--- config.mk ---
export PLATFORM = sky130hd
export DESIGN_NAME = mem_arbiter
export DESIGN_NICKNAME = d
export VERILOG_FILES = /design/src/rtl/mem_arbiter_pkg.sv /design/src/rtl/mem_arbiter_arb_pick.sv /design/src/rtl/mem_arbiter.sv
export SDC_FILE = /design/constraint.sdc
export NUM_CORES = 1
export LEC_CHECK = 0
export ABC_CLOCK_PERIOD_IN_PS = 5100
export BUFFER_PORTS_ARGS = -buffer_cell sky130_fd_sc_hd__buf_2
export CORE_ASPECT_RATIO = 0.75
export CORE_MARGIN = 2
export CORE_UTILIZATION = 51
export DETAILED_ROUTE_END_ITERATION = 10
export PLACE_DENSITY = 0.83
export REMOVE_ABC_BUFFERS = 1
export SYNTH_ARGS = -nofsm -noshare
export SYNTH_HDL_FRONTEND = slang
export SYNTH_SLANG_ARGS = --single-unit
--- constraint.sdc ---
create_clock -name clk -period 5.1 [get_ports clk]
set_input_delay 0.765 -clock clk [delete_from_list [all_inputs] [get_ports clk]]
set_output_delay 0.765 -clock clk [all_outputs]
set_load 0.005 [all_outputs]
--- src/rtl/mem_arbiter_pkg.sv ---
// mem_arbiter_pkg: shared encodings for the memory arbiter and its picker.
package mem_arbiter_pkg;
  localparam logic [1:0] LEN_B   = 2'b00;
  localparam logic [1:0] LEN_H   = 2'b01;
  localparam logic [1:0] LEN_BAD = 2'b10;
  localparam logic [1:0] LEN_W   = 2'b11;
  typedef enum logic [1:0] {IDLE, BUSY, RESP} state_e;
  typedef enum logic {OWN_IF, OWN_MA} owner_e;
endpackage

--- src/rtl/mem_arbiter_arb_pick.sv ---
// arb_pick: two-way request picker; MEM_ARB_RR_EN selects round-robin, otherwise MA has fixed priority.
module arb_pick
  import mem_arbiter_pkg::*;
(
  input  logic   if_req_i,
  input  logic   ma_req_i,
`ifdef MEM_ARB_RR_EN
  input  owner_e last_i,
`endif
  output logic   valid_o,
  output owner_e win_o
);
  assign valid_o = if_req_i | ma_req_i;
`ifdef MEM_ARB_RR_EN
  assign win_o = (if_req_i & ma_req_i) ? (last_i == OWN_MA ? OWN_IF : OWN_MA)
                                       : (ma_req_i ? OWN_MA : OWN_IF);
`else
  assign win_o = ma_req_i ? OWN_MA : OWN_IF;
`endif
endmodule

--- src/rtl/mem_arbiter.sv ---
// mem_arbiter: shares one memory bus between fetch and memory-access ports, bounded by a timeout.
// Define MEM_ARB_RR_EN for round-robin arbitration; default is fixed MA-over-IF priority.
module mem_arbiter
  import mem_arbiter_pkg::*;
#(
  parameter int ADDR_W      = 32,
  parameter int DATA_W      = 32,
  parameter int TIMEOUT_CYC = 255
) (
  input  logic              clk,
  input  logic              rst,
  input  logic              if_req,
  input  logic [ADDR_W-1:0] if_addr,
  output logic [DATA_W-1:0] if_rdata,
  output logic              if_ack,
  input  logic              ma_req,
  input  logic              ma_we,
  input  logic [1:0]        ma_len,
  input  logic [ADDR_W-1:0] ma_addr,
  input  logic [DATA_W-1:0] ma_wdata,
  output logic [DATA_W-1:0] ma_rdata,
  output logic              ma_ack,
  output logic              err,
  output logic              mem_re,
  output logic              mem_we,
  output logic [1:0]        mem_len,
  output logic [ADDR_W-1:0] mem_addr,
  output logic [DATA_W-1:0] mem_wdata,
  input  logic [DATA_W-1:0] mem_rdata,
  input  logic              mem_ack
);
  localparam int CNT_W = $clog2(TIMEOUT_CYC + 1);
  state_e              state_q, state_d;
  owner_e              owner_q, owner_d, win;
  logic                req_v, err_q, err_d, we_q, we_d;
  logic [CNT_W-1:0]    cnt_q, cnt_d;
  logic [1:0]          len_q, len_d;
  logic [ADDR_W-1:0]   addr_q, addr_d;
  logic [DATA_W-1:0]   wdata_q, wdata_d, if_rdata_q, if_rdata_d, ma_rdata_q, ma_rdata_d;
`ifdef MEM_ARB_RR_EN
  owner_e              last_q, last_d;
`endif
  arb_pick u_pick (
    .if_req_i(if_req),
    .ma_req_i(ma_req),
`ifdef MEM_ARB_RR_EN
    .last_i  (last_q),
`endif
    .valid_o (req_v),
    .win_o   (win)
  );
  always_ff @(posedge clk or negedge rst) begin
    if (!rst) begin
      state_q    <= IDLE;
      owner_q    <= OWN_IF;
      err_q      <= 1'b0;
      we_q       <= 1'b0;
      cnt_q      <= '0;
      len_q      <= '0;
      addr_q     <= '0;
      wdata_q    <= '0;
      if_rdata_q <= '0;
      ma_rdata_q <= '0;
`ifdef MEM_ARB_RR_EN
      last_q     <= OWN_IF;
`endif
    end else begin
      state_q    <= state_d;
      owner_q    <= owner_d;
      err_q      <= err_d;
      we_q       <= we_d;
      cnt_q      <= cnt_d;
      len_q      <= len_d;
      addr_q     <= addr_d;
      wdata_q    <= wdata_d;
      if_rdata_q <= if_rdata_d;
      ma_rdata_q <= ma_rdata_d;
`ifdef MEM_ARB_RR_EN
      last_q     <= last_d;
`endif
    end
  end
  always_comb begin
    state_d    = state_q;
    owner_d    = owner_q;
    err_d      = err_q;
    we_d       = we_q;
    cnt_d      = cnt_q;
    len_d      = len_q;
    addr_d     = addr_q;
    wdata_d    = wdata_q;
    if_rdata_d = if_rdata_q;
    ma_rdata_d = ma_rdata_q;
`ifdef MEM_ARB_RR_EN
    last_d     = last_q;
`endif
    case (state_q)
      IDLE: if (req_v) begin
        owner_d = win;
        cnt_d   = '0;
        addr_d  = win == OWN_MA ? ma_addr : if_addr;
        wdata_d = win == OWN_MA ? ma_wdata : '0;
        len_d   = win == OWN_MA ? ma_len : LEN_W;
        we_d    = win == OWN_MA && ma_we;
        err_d   = win == OWN_MA && ma_len == LEN_BAD;
        state_d = err_d ? RESP : BUSY;
      end
      BUSY: begin
        cnt_d = cnt_q + 1'b1;
        if (mem_ack) begin
          state_d = RESP;
          if (!we_q) begin
            if (owner_q == OWN_IF) if_rdata_d = mem_rdata;
            else ma_rdata_d = mem_rdata;
          end
        end else if (cnt_d == CNT_W'(TIMEOUT_CYC)) begin
          state_d = RESP;
          err_d   = 1'b1;
          if (owner_q == OWN_IF) if_rdata_d = '0;
          else ma_rdata_d = '0;
        end
      end
      RESP: begin
        state_d = IDLE;
`ifdef MEM_ARB_RR_EN
        last_d  = owner_q;
`endif
      end
      default: state_d = IDLE;
    endcase
  end
  always_comb begin
    mem_re    = state_q == BUSY && !we_q;
    mem_we    = state_q == BUSY && we_q;
    if_ack    = state_q == RESP && owner_q == OWN_IF;
    ma_ack    = state_q == RESP && owner_q == OWN_MA;
    err       = state_q == RESP && err_q;
    mem_len   = len_q;
    mem_addr  = addr_q;
    mem_wdata = wdata_q;
    if_rdata  = if_rdata_q;
    ma_rdata  = ma_rdata_q;
  end
endmodule

==> impl_results.md <==
* CP required at approximately 5.3 ns
* Hold WS at 0.437 ns
* Core ar. at 11400 sq um
* Worst Skew at 0.00931 ns
* P per Cell Area at 600 nW/um^2
* N_diodes at 0
* CTS root buf: clkbuf_16
* Routed WL at 16400 um
* Num rows at 34
* Yosys warns at 0
* Top cells by area, synth: dfrtp_1 60%, nand2_1 9.0%, o22ai_1 6.9%
* Seq/Total Area, Yosys at 60.4%
* Slew headroom at roughly a fifth
* Reg clk slew, reported paths at roughly 0.060 ns
* Clock sink total at 143
* RSZ-0062 raised after global routing: false
* Ys async rst share at 100%
* Fillers at 838
* Multi-input logic area at 2160 sq um
* DP Area at 7330 sq um
* Largest net degree at the start of global routing at between 100 and 150
* # setup viols final at 0
* Crit Path Class: reg -> reg
* Fin Setup TNS at 0 ns
* Top Ports at 271
* CP Max Fanout at 64
* Total setup buffers inserted after CTS at 0
* EDFF count, synth at 0
* Number of global-route vias before repair at 5266
* Number of max-cap violations at 0
* Yosys cell types at 38
* Final core occ at a little over two thirds
* Leak at between 4 and 5 nW
* DRC violations left at 0
* Global-route usage over all layers at 26.8%
* Worst Hold Class: in -> async
* Cts repair resizes at 0
* Wire length per cell at 17.0 um
* Cts bufs inserted at 17
* Overall power at slightly below 0.005 W
* Outcome: finished, final reports clean
* Layout cells sized above 1 at 38.4%
* Leading area contributor after synthesis: dfrtp_1
* Design area at 8000 sq um
* Crit path cell chain: nand2b_1 > nor2_1 > nand3_2 > nand2_1 > o22ai_1
* Flip-flop and latch count after synthesis at 143
* CP Depth at 5
* Synth Instances at between 500 and 600
* CP peak stage delay at slightly above 0.9 ns
* Sequential cell area at 3580 sq um
* Antenna-violating nets left at 0
* Critical path endpoint category: flip-flop
* Family with the most delay on the worst path: simple AND/OR/NAND/NOR gates
* Syn_area_per_cell at 10.6 sq um
* Initial antenna violation count at 0
* First-pass GRT wire length at about 26000 um
* Nets at roughly 950
* Synth top area share at approximately three fifths
* Worst slew pin tran at roughly 1.2 ns
* P&R area growth vs syn at 35.1%
* Routed via count at 5327
* Worst Path Buf+Inv at 0
* Most frequent cell after synthesis: dfrtp_1
* Bufs on Longest Clock Path at 2
* Fin crit share at 53.0%
* CTS Hold Bufs at 0
* HPWL after DPL at 11500 um
* Cell area after synthesis at 5920 sq um
* Hold Vio Cnt, Final at 0
* DRT iter0 DRCs at 464
* Die H at 97.3 um
* Die Wd at 128 um
* FMAX at roughly 370 MHz
* Critical-path top delay cell: nand3_2
* Area of the die at 12500 sq um
* CTS tree: yes
* Port Buffers at 270
* Period minus WS final at 2.70 ns
* Max-slew violations at 0
* H-tree levels at 4
* Worst reg2reg path depth at 5
* Crit path launch type: flip-flop
* Max IR drop VDD at 0.000383 V
* Final Wtd Congestion at 0.847
* Clk_lat worst skew at 0.41 ns
* Vias per cell at 5.51
* Number of detailed-routing iterations run before antenna repair at 5
* WP data arrival at 2.94 ns
* Initial cell density of the core at 51.8%
* Grt total ovfl at 0
* Main synth FF type: dfrtp_1
* Post-synth top cells: 143 x dfrtp_1, 142 x nand2_1, 65 x o22ai_1, 45 x o21ai_0, 36 x clkbuf_1
[power by group]
part / switching [W] / internal, W / total (W)
clock network: 0.000477 / 0.000919 / 0.00140
logic: 0.000794 / 0.000696 / 0.00149
registers: 0.000303 / 0.00161 / 0.00192
total: 0.00157 / 0.00323 / 0.00480
[sequential cells by signal, indices dropped and copies added (netlist names)]
register and cells:
if_rdata 32, ma_rdata 32, mem_addr 32, mem_wdata 32
cnt_q 8, mem_len 2, state_q 2, err_q 1
owner_q 1, we_q 1
[worst paths after layout]
check / slack (ns) / to / start
worst max-delay path: 2.40 / ma_rdata[1]$_DFFE_PN0P_ / state_q[1]$_DFFE_PN0P_
worst min-delay path: 0.44 / ma_rdata[4]$_DFFE_PN0P_ / rst
worst max register to register: 2.40 / ma_rdata[1]$_DFFE_PN0P_ / state_q[1]$_DFFE_PN0P_
worst min register to register: 0.48 / mem_addr[26]$_DFFE_PN0P_ / mem_addr[26]$_DFFE_PN0P_
max in group asynchronous: 3.56 / mem_addr[25]$_DFFE_PN0P_ / rst
min in group clk: 0.48 / mem_addr[26]$_DFFE_PN0P_ / mem_addr[26]$_DFFE_PN0P_
[layout make-up]
type                    instances  area share, %
multi-input cells             369           27.0
repair buffers                276           17.5
inverters                       2         0.0938
clock buffers                  18           5.36
flip-flops and latches        143           44.7
well taps                     144           2.25
clock inverters                14           2.99
[metal layers]
metal / wire length (um) / global-route usage, %
met1: 6580 / 35.2
met5: 0 / 0
met2: 8160 / 42.6
met4: 456 / 11.1
met3: 1200 / 6.72
[layout by cell type (no fill, tap or decap), types with 3 or more instances in the layout]
master	synthesis	layout
a21oi_1	5	5
a22o_1	33	33
and2_1	3	3
buf_2	4	269
buf_4	0	6
bufinv_16	0	6
clkbuf_16	0	17
clkinvlp_4	0	3
dfrtp_1	143	143
mux2i_1	32	32
nand2_1	142	142
nand3_1	4	3
nor2_1	8	8
o21ai_0	45	44
o22ai_1	65	65
or2_2	3	3
[metrics by stage]
step | instances | worst slack [ns]
3_5_place_dp | 934 | 2.07
2_1_floorplan | 514 | -1.24
4_1_cts | 966 | 2.46
3_3_place_gp | 934 | 2.25
5_1_grt | 966 | 2.15
6_report | 966 | 2.40
[kinds of logic after synthesis]
kind of cell	after synthesis	synth area share [%]
compound gates	160	17.6
fa+ha+maj	2	0.422
buf+inv	47	3.44
flops	143	60.4
mux	33	5.60
simple gates	174	12.5
Power figures use the tool's default switching activity.
